--- config.mk ---
export PLATFORM = sky130hd
export DESIGN_NAME = xor_serial_arbiter
export DESIGN_NICKNAME = d
export VERILOG_FILES = /design/src/rtl/xor_serial_arbiter.sv
export SDC_FILE = /design/constraint.sdc
export NUM_CORES = 1
export LEC_CHECK = 0
export CAP_MARGIN = 20
export CORE_MARGIN = 5
export CORE_UTILIZATION = 45
export DETAILED_ROUTE_END_ITERATION = 10
export MAX_ROUTING_LAYER = met4
export PLACE_DENSITY_LB_ADDON = 0.1
export SKIP_LAST_GASP = 1
export SYNTH_ARGS = -nofsm -noshare
export SYNTH_HDL_FRONTEND = slang
export SYNTH_SLANG_ARGS = --single-unit
--- constraint.sdc ---
create_clock -name clk -period 1.95 [get_ports clk]
set_input_delay 0.39 -clock clk [delete_from_list [all_inputs] [get_ports clk]]
set_output_delay 0.39 -clock clk [all_outputs]
set_load 0.01 [all_outputs]
--- src/rtl/xor_serial_arbiter.sv ---
// Bit-serial XOR engine: two requesters share one four-NAND XOR cell
// under round-robin arbitration; results are assembled LSB-first.

module nand_cell (
  input  logic a,
  input  logic b,
  output logic y
);
  assign y = ~(a & b);
endmodule

module xor_cell (
  input  logic a,
  input  logic b,
  output logic y
);
  logic n_ab;
  logic n_a;
  logic n_b;

  nand_cell u_n0 (.a(a), .b(b), .y(n_ab));
  nand_cell u_n1 (.a(a), .b(n_ab), .y(n_a));
  nand_cell u_n2 (.a(b), .b(n_ab), .y(n_b));
  nand_cell u_n3 (.a(n_a), .b(n_b), .y(y));
endmodule

module xor_serial_arbiter #(
  parameter int WIDTH = 8
) (
  input  logic             clk,
  input  logic             rst_n,
  input  logic             req0_valid,
  output logic             req0_ready,
  input  logic [WIDTH-1:0] req0_a,
  input  logic [WIDTH-1:0] req0_b,
  input  logic             req1_valid,
  output logic             req1_ready,
  input  logic [WIDTH-1:0] req1_a,
  input  logic [WIDTH-1:0] req1_b,
  output logic             res_valid,
  input  logic             res_ready,
  output logic [WIDTH-1:0] res_data,
  output logic             res_id,
  output logic             busy
);
  localparam int CW = (WIDTH > 1) ? $clog2(WIDTH) : 1;

  typedef enum logic [1:0] {
    IDLE = 2'd0,
    RUN  = 2'd1,
    DONE = 2'd2
  } state_t;

  state_t           state;
  state_t           state_nx;
  logic [WIDTH-1:0] op_a;
  logic [WIDTH-1:0] op_b;
  logic [WIDTH-1:0] res_q;
  logic [WIDTH-1:0] res_shift;
  logic [CW-1:0]    cnt;
  logic             id_q;
  logic             last_grant;
  logic             gnt0;
  logic             gnt1;
  logic             acc0;
  logic             acc1;
  logic             accept;
  logic             xbit;
  logic             last_bit;

  always_comb begin
    gnt0 = 1'b0;
    gnt1 = 1'b0;
    if (state == IDLE) begin
      unique case (1'b1)
        (req0_valid & req1_valid): begin
          gnt0 = last_grant;
          gnt1 = ~last_grant;
        end
        (req0_valid & ~req1_valid): gnt0 = 1'b1;
        (~req0_valid & req1_valid): gnt1 = 1'b1;
        default: ;
      endcase
    end
  end

  assign req0_ready = gnt0;
  assign req1_ready = gnt1;
  assign acc0       = req0_valid & gnt0;
  assign acc1       = req1_valid & gnt1;
  assign accept     = acc0 | acc1;

  xor_cell u_xor (
    .a(op_a[0]),
    .b(op_b[0]),
    .y(xbit)
  );

  // New bit enters at the MSB so LSB-first bits land in place.
  always_comb begin
    res_shift           = res_q >> 1;
    res_shift[WIDTH-1]  = xbit;
  end

  assign last_bit = (cnt == CW'(WIDTH - 1));

  always_comb begin
    state_nx = state;
    unique case (state)
      IDLE:    if (accept) state_nx = RUN;
      RUN:     if (last_bit) state_nx = DONE;
      DONE:    if (res_ready) state_nx = IDLE;
      default: state_nx = IDLE;
    endcase
  end

  always_ff @(posedge clk or negedge rst_n) begin
    if (!rst_n) begin
      state      <= IDLE;
      op_a       <= '0;
      op_b       <= '0;
      res_q      <= '0;
      cnt        <= '0;
      id_q       <= 1'b0;
      last_grant <= 1'b1;
    end else begin
      state <= state_nx;
      if (state == IDLE && accept) begin
        op_a       <= acc1 ? req1_a : req0_a;
        op_b       <= acc1 ? req1_b : req0_b;
        cnt        <= '0;
        id_q       <= acc1;
        last_grant <= acc1;
      end
      if (state == RUN) begin
        op_a  <= op_a >> 1;
        op_b  <= op_b >> 1;
        res_q <= res_shift;
        cnt   <= cnt + 1'b1;
      end
    end
  end

  assign res_valid = (state == DONE);
  assign res_data  = res_q;
  assign res_id    = id_q;
  assign busy      = (state != IDLE);
endmodule

## Word-level counts from Yosys, hierarchy flattened

Index checks and enable logic that the tools add are counted.

| word-level totals | value |
|---|---|
| bits in registers | 31 |
| input port bits | 37 |
| output and inout port bits | 13 |
| word-level logic and storage cells | 52 |

| operators by class | value |
|---|---|
| $add $sub $neg | 1 |
| equal/unequal tests | 6 |
| multiplexer cells | 16 |
| bitwise logic cells | 17 |
| reduce and logical (&&, ||, !) cells | 5 |

Operators with widths:

| operator | number |
|---|---|
| 2-to-1 mux 8 bit | 6 |
| bitwise AND 1 bit | 9 |
| NOT 1 bit | 7 |
| 2-to-1 mux 2 bit | 3 |
| 2-to-1 mux 3 bit | 2 |
| case mux 2 bit (3 select lines) | 1 |
| != test 2 bit (second input constant) | 2 |
| case mux 1 bit (2 select lines) | 2 |
| nonzero test 2 bit | 2 |
| adder 3 x 1 -> 3 bit (second input constant) | 1 |
| == test 3 bit (second input constant) | 1 |
| AND reduction 3 bit | 1 |
| == test 2 x 1 -> 1 bit (second input constant) | 1 |
| == test 2 bit (second input constant) | 1 |
| zero test 2 bit | 1 |
| 2-to-1 mux 1 bit | 2 |
| != test 2 x 1 -> 1 bit (second input constant) | 1 |
| logical AND 1 bit | 1 |
| bitwise OR 1 bit | 1 |

## Logic depth before layout (Yosys ltp)

Gate-level depths: netlist of run 1.

| logic depth | value |
|---|---|
| depth in word-level cells | 9 |
| mapped depth | 5 |

## By module

From an unflattened synthesis of run 1, not the netlist that was laid out.

| second synthesis, totals | value |
|---|---|
| cells, all modules | 164 |
| area, all modules | 1534.0 µm² |

Modules (own cells, without submodules):

| module | times used | cells each | area each (µm²) |
|---|---|---|---|
| xor_serial_arbiter | 1 | 160 | 1519.0 |
| nand_cell | 4 | 1 | 3.8 |

## Worst setup path before layout of run 1

OpenSTA, ideal clock, no wires.

| timing | value |
|---|---|
| path type | reg-to-reg |
| start point | reg last_grant |
| end point | reg op_b[2] |
| arrival time | 1225 ps |
| setup slack | 602 ps |
| stages on the path, launching flop included | 5 |
| path buffers | 1 |
| period minus slack after synthesis | 1348 ps |
| path through | dfstp_2 -> a21boi_2 -> buf_6 -> mux2_4 -> o221a_1 |

| on the way | value |
|---|---|
| cells in the longest elaborated chain, start to end | 7 |
| elaborated cells between the ends (all ways) | 13 |
| classes of those cells | mux: 7; bitwise: 4; reduce/logical: 2 |

Ends and longest elaborated chain:

| element | line | text |
|---|---|---|
| start, declared | 62 | `logic last_grant;` |
| start signal, assigned | 125 | `last_grant <= 1'b1;` |
| start signal, assigned | 133 | `last_grant <= acc1;` |
| NOT 1 bit | 78 | `gnt1 = ~last_grant;` |
| case mux 1 bit (2 select lines) | 75 | `unique case (1'b1)` |
| 2-to-1 mux 1 bit | 74 | `if (state == IDLE) begin` |
| bitwise AND 1 bit | 90 | `assign acc1 = req1_valid & gnt1;` |
| 2-to-1 mux 8 bit or bitwise OR 1 bit (tied branches) | 130, 91 |  |
| 2-to-1 mux 8 bit or logical AND 1 bit (tied branches) | 128 | `if (state == IDLE && accept) begin` |
| 2-to-1 mux 8 bit or nonzero test 2 bit (tied branches) | n/a |  |
| end signal, assigned | 130 | `op_b <= acc1 ? req1_b : req0_b;` |
| end signal, assigned | 137 | `op_b <= op_b >> 1;` |
| end, declared | 57 | `logic [WIDTH-1:0] op_b;` |

Parallel ways exist; a longest one is shown, timed or not. The select of a mux whose other input is x is not followed.
A chain may end at the register's enable or synchronous reset.

## Final worst setup path of run 1

| timing | value |
|---|---|
| start point | in req1_valid |
| end point | out req1_ready |

| on the way | value |
|---|---|
| cells in the longest elaborated chain, start to end | 3 |
| elaborated cells between the ends (all ways) | 4 |
| classes of those cells | mux: 2; bitwise: 2 |

Ends and longest elaborated chain:

| element | line | text |
|---|---|---|
| start, declared | 36 | `input logic req1_valid,` |
| bitwise AND 1 bit, on equally long branches | 81, 76 |  |
| case mux 1 bit (2 select lines) (*) | 75 |  |
| 2-to-1 mux 1 bit (*) | 74 |  |
| end, declared | 37 | `output logic req1_ready,` |

Mark *: on every way between the ends. The rest lies on a longest branch, timed or not.

==> results of run 1 <==
-- registers in the layout, indices dropped and copies added (netlist names) --
signal,flops
op_a,8
op_b,8
res_data,8
cnt,3
state,2
last_grant,1
res_id,1
-- layout by cell type, fill, tap and decap left out, drive strengths merged --
cell type,netlist,layout
dfstp,1,1
o221ai,11,11
nand2,41,41
clkdlybuf4s15,0,1
nor2,2,2
mux2i,16,16
a31oi,1,1
dlygate4sd2,0,2
and2b,1,1
o21ai,5,5
nor3,1,1
a21oi,3,3
a21o,1,1
clkbuf,1,5
inv,15,15
xnor2,1,1
buf,6,12
clkdlybuf4s50,0,46
dfrtp,30,30
o221a,3,3
nor2b,1,1
nand2b,3,3
ha,2,2
a21boi,1,1
and2,1,1
a22o,1,1
mux2,3,3
clkinv,0,3
-- worst max path at each step --
stage,startpoint,end,slack [ns]
final,req1_valid,req1_ready,0.08
after floorplan,last_grant,op_b[2],0.60
after global placement,req1_valid,req1_ready,-0.15
after CTS,state[0],busy,0.05
after global routing,state[0],req0_ready,0.0003
after detailed placement,req1_valid,req1_ready,-0.18
-- metal layers --
metal	wire (um)	part of all wire, %	track usage, %
met1	1410	42	19.25
met4	48	1.4	6.452
met2	1706	51	30.04
met5	0	0	-
met3	182	5.4	5.186
-- area by class of cell --
| class | count | share of cell area [%] |
|---|---|---|
| sequential | 31 | 35.44 |
| multi-input combinational | 98 | 30.09 |
| timing repair buffer | 61 | 26.89 |
| tap | 46 | 2.621 |
| inverter | 15 | 2.564 |
| clock buffer | 5 | 1.709 |
| clock inverter | 3 | 0.6838 |
-- per-stage QoR --
step / area (um2) / util [%]
6_report: 2196 / 65.80
3_5_place_dp: 2125 / 63.67
5_1_grt: 2196 / 65.80
3_3_place_gp: 2125 / 63.67
4_1_cts: 2180 / 65.32
2_1_floorplan: 1544 / -
-- critical path: cells and delay by family --
family / cells / cell delay (ns)
AOI/OAI and AO/OA: 1 / 0.17
buffers and inverters: 2 / 0.75
and+or+nand+nor: 1 / 0.16
-- cell families (layout without fill, tap and decap cells) --
logic type	after synthesis	count (layout)	synth area share, %
compound gates	26	26	13.45
xor+xnor	1	1	0.5674
fa+ha+maj	2	2	1.620
buf+inv	22	84	7.212
flops	31	31	50.32
mux	19	19	13.29
simple gates	50	50	13.53
-- power groups by stage --
stage	clock [mW]	combinational (mW)	sequential, mW
finish	0.353	1.34	1.12
global placement	0	1.28	1.12
CTS	0.372	1.34	1.13
floorplan	0	0.779	1.14
global route	0.394	1.52	1.16
detailed placement	0	1.32	1.14
-- timing repair --
| item | in CTS | in global routing |
|---|---|---|
| endpoints found under the setup margin | 4 | 2 |
| hold buffers | 0 | 0 |
| cloned | 0 | 0 |
| pin swaps | 0 | 0 |
| gates resized for setup | 5 | 1 |
| setup buffers | 0 | 2 |
==> results.txt, run 1 <==
The number of enable flip-flop cells after synthesis is 0. The kind of critical path is primary input to primary output. Across the whole layout, storage elements account for 778.2 um2. The number of max-slew violations in the final report was 0. The total power divided by cell area is about 1300 nW/um2. The clock-pin transition on the worst setup and hold timing paths is 0.11 ns. From left edge to right edge, the die measures between 60 and 70 um.

The required time of the critical path came out at 1.56 ns. The post-detailed-route DRC marker count is 0. The maximum buffer depth of the clock tree came out at 2.

The clock group share of total power is between 10% and 20%. The floorplan die area is 4703 um2. The worst register-to-register path ends at op_a[6]. The arrival time of the worst setup path came out at approximately 1.5 ns. The area used by multi-input combinational logic is 660.6 um2. The post-route netlist has 13.62% of its cells at a drive strength greater than 1.

The count of maximum capacitance violations is 0. In this run the register-to-register setup slack is 0.42 ns. The design internal power is 1.770 mW. The first-iteration detailed-routing DRC count is 33. The placeable core region is around 3300 um2. The worst register-to-register path begins at state[1]. The sequential cell fraction of total power came out at approximately 40%. At the end of the flow, the number of nets in the layout was 251. The deepest level of the CTS H-tree came out at 2. The total global routing track utilization is around 18%. The synthesized netlist net count came out at 190.

In the final routed layout, each cell accounts on average for 12.93 um. The first detailed-routing pass ran for 4 iterations. The run finished with clean final reports. The routed via count divided by cell count is 5.015. For the final database, setup skew stands at 0.01443 ns. The clock period minus worst slack is 1.867 ns. Setup repair after global routing left no endpoint under its margin. The aggregate routed wire length is 3348 um. Row generation in the floorplan step produced 21 rows. The final number of setup-violating endpoints is 0. The number of cell instances on the worst register-to-register path is 5. Setup total negative slack on the finished layout was measured at 0 ns. The placement-stage worst setup slack is -0.1819 ns. The fraction of post-synthesis cell area in the top cell type by area is 48.62%. After layout, the worst setup slack is roughly 0.083 ns.

Combinational logic is responsible for 47.7% of the overall power. The net switching share of the total power is between 30% and 40%. The quantity of I/O buffers inserted on ports is 49.

The count of cell types in the netlist came out at 29. The worst-case hold slack came out at 0.4417 ns. Walking the worst path, the cells encountered are clkdlybuf4s50_1, a21boi_2, and2_2, dlygate4sd2_1. The number of storage elements in the synthesis netlist came out at 31. The initial core utilization is a little under half. Counting flops with an async set or reset pin after synthesis yields a share of 100.0%. In this run the cell area of the synthesized design comes to roughly 1500 um2. The worst slew margin relative to its limit came out at 65.23%.

The wire-length estimate of the detail-placed layout is ~2500 um. Sorting the synthesized cells by area gives the leading types as sky130_fd_sc_hd__dfrtp_1, sky130_fd_sc_hd__mux2i_1, sky130_fd_sc_hd__nand2_1, sky130_fd_sc_hd__o221ai_1, sky130_fd_sc_hd__inv_1. The largest total area in the synthesized netlist belongs to sky130_fd_sc_hd__dfrtp_1.

The number of sinks handled by clock tree synthesis came out at 31. The measured slew at the worst slew-check pin came out at between 0.5 and 0.6 ns. The number of hold-slack violations in the final timing report is 0. The maximum VDD drop came out at between 0.5 and 0.6 mV. The number of fillers in the final layout came out at approximately 320. 0 antenna diodes ended up in the layout.

The layout overhead on the synthesized area is 42.22%. The latest clock arrival within the worst-skew pair came out at about 0.34 ns. For this run, the number of standard cells in the final layout without fillers is 259. The class of the most critical hold timing path is primary input to async pin. The maximum frequency from static timing analysis came out at 535.7 MHz. The final RePlAce weighted congestion came out at between 0.7 and 0.8. The sequential element share of the synthesized area is approximately 50%. The worst setup path is captured at a primary output. The routed layout has 1299 vias. The number of synthesis warnings came out at 0. Global routing finished with a remaining overflow of 0. The maximum number of pins on one net before global-route repair came out at 32. The biggest cell delay along the critical path is 0.49 ns. Clock tree synthesis selected as its root buffer the cell sky130_fd_sc_hd__clkbuf_4. The residual antenna-violating net count after detailed routing came out at 0. The mean instance size in the synthesized netlist is between 10 and 15 um2. The most common cell in the netlist is sky130_fd_sc_hd__nand2_1.

The net switching power came out at about 1.0 mW. Along the worst path, the maximum fanout reaches 2. TritonCTS built the clock tree. The top-level port count is 50.

The wire length of the first global-routing pass is between 5000 and 6000 um. The number of antenna violations at the first check in global routing is 0. From bottom edge to top edge, the die measures 68.58 um.

The leakage power summed over all cells came out at 1.031 nW. The number of global-route vias before repair came out at 1359. The post-route total power is approximately 2.8 mW.

STA classifies the critical path startpoint as a primary input. The number of instances in the synthesized netlist came out at around 150. Sorting the synthesized cells by how often they occur yields sky130_fd_sc_hd__nand2_1, sky130_fd_sc_hd__dfrtp_1, sky130_fd_sc_hd__mux2i_1. The number of buffers created by CTS is 5.

The highest-delay cell along the critical path is sky130_fd_sc_hd__clkdlybuf4s50_1. The most used flip-flop cell after synthesis is sky130_fd_sc_hd__dfrtp_1. Including well taps, the total number of placed cells is 249.

The post-route fraction of the period consumed by the critical path came out at 95.73%.
(Power assumes the default switching activity.)
==> run 2: changes to the inputs <==
--- a/config.mk
+++ b/config.mk
@@ -10,7 +10,7 @@
 export CORE_UTILIZATION = 45
 export DETAILED_ROUTE_END_ITERATION = 10
 export MAX_ROUTING_LAYER = met4
-export PLACE_DENSITY_LB_ADDON = 0.1
+export PLACE_DENSITY = 0.81
 export SKIP_LAST_GASP = 1
 export SYNTH_ARGS = -nofsm -noshare
 export SYNTH_HDL_FRONTEND = slang
==> results.txt, run 2 (synthesized netlist as in run 1, its figures left out) <==
The peak-usage layer in the global routing report is met2 (unchanged). The post-route cell area is 2188 um2 (was 2196 um2). The top-level port count is 50 (unchanged).

The met1 demand-to-capacity share in global routing is 19.40% (was 19.25%). The total power divided by cell area came out at 1309 nW/um2 (was 1284 nW/um2). The deepest level of the CTS H-tree is 2 (unchanged). The number of max-slew violations in the final report was 0 (unchanged). The number of antenna violations at the first check in global routing came out at 0 (unchanged). The leakage power summed over all cells is 1.041 nW (was 1.031 nW).

The routed via count divided by cell count was 4.973 (was 5.015). The wire length of the first global-routing pass was 5851 um (unchanged). The worst slew margin relative to its limit came out at 65.75% (was 65.23%). The setup fix buffers added after clock tree synthesis is 0 (unchanged).

The clock period minus worst slack came to 1.882 ns (was 1.867 ns). The overflow left after global routing came out at 0 (unchanged). The count of maximum capacitance violations is 0 (unchanged). The floorplan die area is 4703 um2 (unchanged). The placeable core region came out at 3337 um2 (unchanged). The measured slew at the worst slew-check pin was 0.5137 ns (was 0.5216 ns). The setup clock skew after layout is 0.01506 ns (was 0.01443 ns). The post-route total power is 2.865 mW (was 2.819 mW). The root cell of the clock tree is sky130_fd_sc_hd__clkbuf_4 (unchanged). The utilization of the core after routing came out at 65.58% (was 65.80%).

The area of placed instances was 2105 um2 (was 2125 um2). The final RePlAce weighted congestion came out at 0.7377 (was 0.7096). The endpoint type of the worst setup path is a primary output (unchanged). The type of origin of the critical path is a primary input (unchanged).

The largest driver fanout on the critical path is 2 (unchanged). The number of buffers created by CTS is 5 (unchanged). The kind of critical path is primary input to primary output (unchanged).

The detailed placer's ending HPWL came out at 2742 um (was 2490 um). The detailed-route wire length per cell came out at 13.68 um (was 12.93 um). The number of global-route vias before repair came out at 1344 (was 1359). The required time of the critical path is 1.56 ns (about the same).

The aggregate routed wire length was 3501 um (was 3348 um). The number of sinks handled by clock tree synthesis is 31 (unchanged). The vias after detailed routing came to 1273 (was 1299). The post-detailed-route DRC marker count came out at 0 (unchanged). Status: completed (unchanged). The die extent in x is 68.58 um (unchanged). The maximum frequency from static timing analysis is 531.3 MHz (was 535.7 MHz). The residual antenna-violating net count after detailed routing came to 0 (unchanged). The non-filler instance count after layout came out at 256 (was 259). The commonest non-fill, non-tap cell in the layout is sky130_fd_sc_hd__clkdlybuf4s50_1 (unchanged). The quantity of I/O buffers inserted on ports came out at 49 (unchanged). Most frequent cells in the layout: sky130_fd_sc_hd__clkdlybuf4s50_1, sky130_fd_sc_hd__nand2_1, sky130_fd_sc_hd__dfrtp_1 (unchanged). The quantity of hold-fixing buffers added after cts came to 0 (unchanged). The maximum buffer depth of the clock tree came out at 2 (unchanged). The routing usage on met3 was 5.348% (was 5.186%). The total global routing track utilization is 17.42% (was 17.55%). The latest clock arrival within the worst-skew pair is 0.32 ns (was 0.34 ns). The worst-case hold slack is 0.4588 ns (was 0.4417 ns).

The count of TritonRoute iterations in the first routing pass came to 4 (unchanged). The maximum VDD drop came out at 0.4540 mV (was 0.5110 mV). The CTS tree is yes (unchanged). The height of the die is 68.58 um (unchanged). The first-iteration detailed-routing DRC count came to 84 (was 33). The post-route fraction of the period consumed by the critical path is 96.52% (was 95.73%). The final number of setup-violating endpoints came out at 0 (unchanged). Unrepaired setup endpoints after global routing: false (unchanged). The arrival time of the worst setup path came out at 1.49 ns (was 1.48 ns). The class of the most critical hold timing path is primary input to async pin (unchanged). The number of core rows is 21 (unchanged). The initial core utilization came out at 46.27% (unchanged).

The met2 usage is 29.80% (was 30.04%). The final layout net count came out at 248 (was 251). The number of antenna cells inserted is 0 (unchanged).

The clock-pin transition on the worst setup and hold timing paths came out at 0.11 ns (about the same). The number of hold-slack violations in the final timing report is 0 (unchanged). The maximum number of pins on one net before global-route repair is 32 (unchanged). The layout overhead on the synthesized area came to 41.73% (was 42.22%). The fraction of layout cells with a size suffix above 1 came out at 12.86% (was 13.62%).

The number of instances in the placed design was 248 (was 249).
## run 2: cell types whose count changed in the layout (fill, tap and decap cells not counted), sizes merged
cell and delta:
buf -3, clkinv -3, clkbuf +2, dlymetal6s2s +2
clkdlybuf4s15 -1, clkinvlp +1, dlygate4sd2 -1
## run 2: final timing paths
path                                 start    endpoint  slack [ns]  cells after the start
worst max-delay path            req1_valid  req1_ready        0.07                      4
max in group asynchronous            rst_n  last_grant        1.18                      2
worst max register to register  last_grant     op_b[2]        0.39                      4
worst min register to register      res_id      res_id        0.48                      1
worst min-delay path                 rst_n     op_b[0]        0.46                      2
min in group clk                    res_id      res_id        0.48                      1
## run 2: final cells by class
| cell class | count | area [um2] |
|---|---|---|
| well taps | 46 | 57.56 |
| clock buffers | 7 | 65.06 |
| clock inverters | 1 | 7.507 |
| multi-input cells | 98 | 660.6 |
| repair buffers | 58 | 561.8 |
| fillers | 284 | 1149 |
| flip-flops and latches | 31 | 779.5 |
| inverters | 15 | 56.30 |
## run 2: what timing repair did
item,in CTS,in global routing
setup endpoints to repair,4,2
gates cloned,0,0
gates resized for setup,4,2
## run 2: layer usage
layer,part of all wire (%),up-vias,wire length [um]
met4,1.0,0,36
met3,6.7,4,235
met5,0,-,0
li1,-,631,-
met2,51,40,1773
met1,42,598,1455
## run 2: through the flow
stage | setup TNS [ns] | setup slack [ns]
floorplan | 0 | 0.6018
global placement | -0.2767 | -0.1464
detailed placement | -0.6011 | -0.2002
CTS | -0.1758 | -0.1758
global route | 0 | 0.0007023
finish | 0 | 0.06793
## run 2: worst max-delay path, cell delays in order
cell                              delay, ns
sky130_fd_sc_hd__clkdlybuf4s50_1       0.48
sky130_fd_sc_hd__a21boi_2              0.19
sky130_fd_sc_hd__and2_2                0.17
sky130_fd_sc_hd__dlygate4sd2_1         0.26
## run 2: power by group
part | total [mW] | switching [mW] | internal (mW)
registers | 1.14 | 0.196 | 0.947
clock network | 0.430 | 0.219 | 0.211
logic | 1.29 | 0.645 | 0.646
total | 2.86 | 1.06 | 1.80
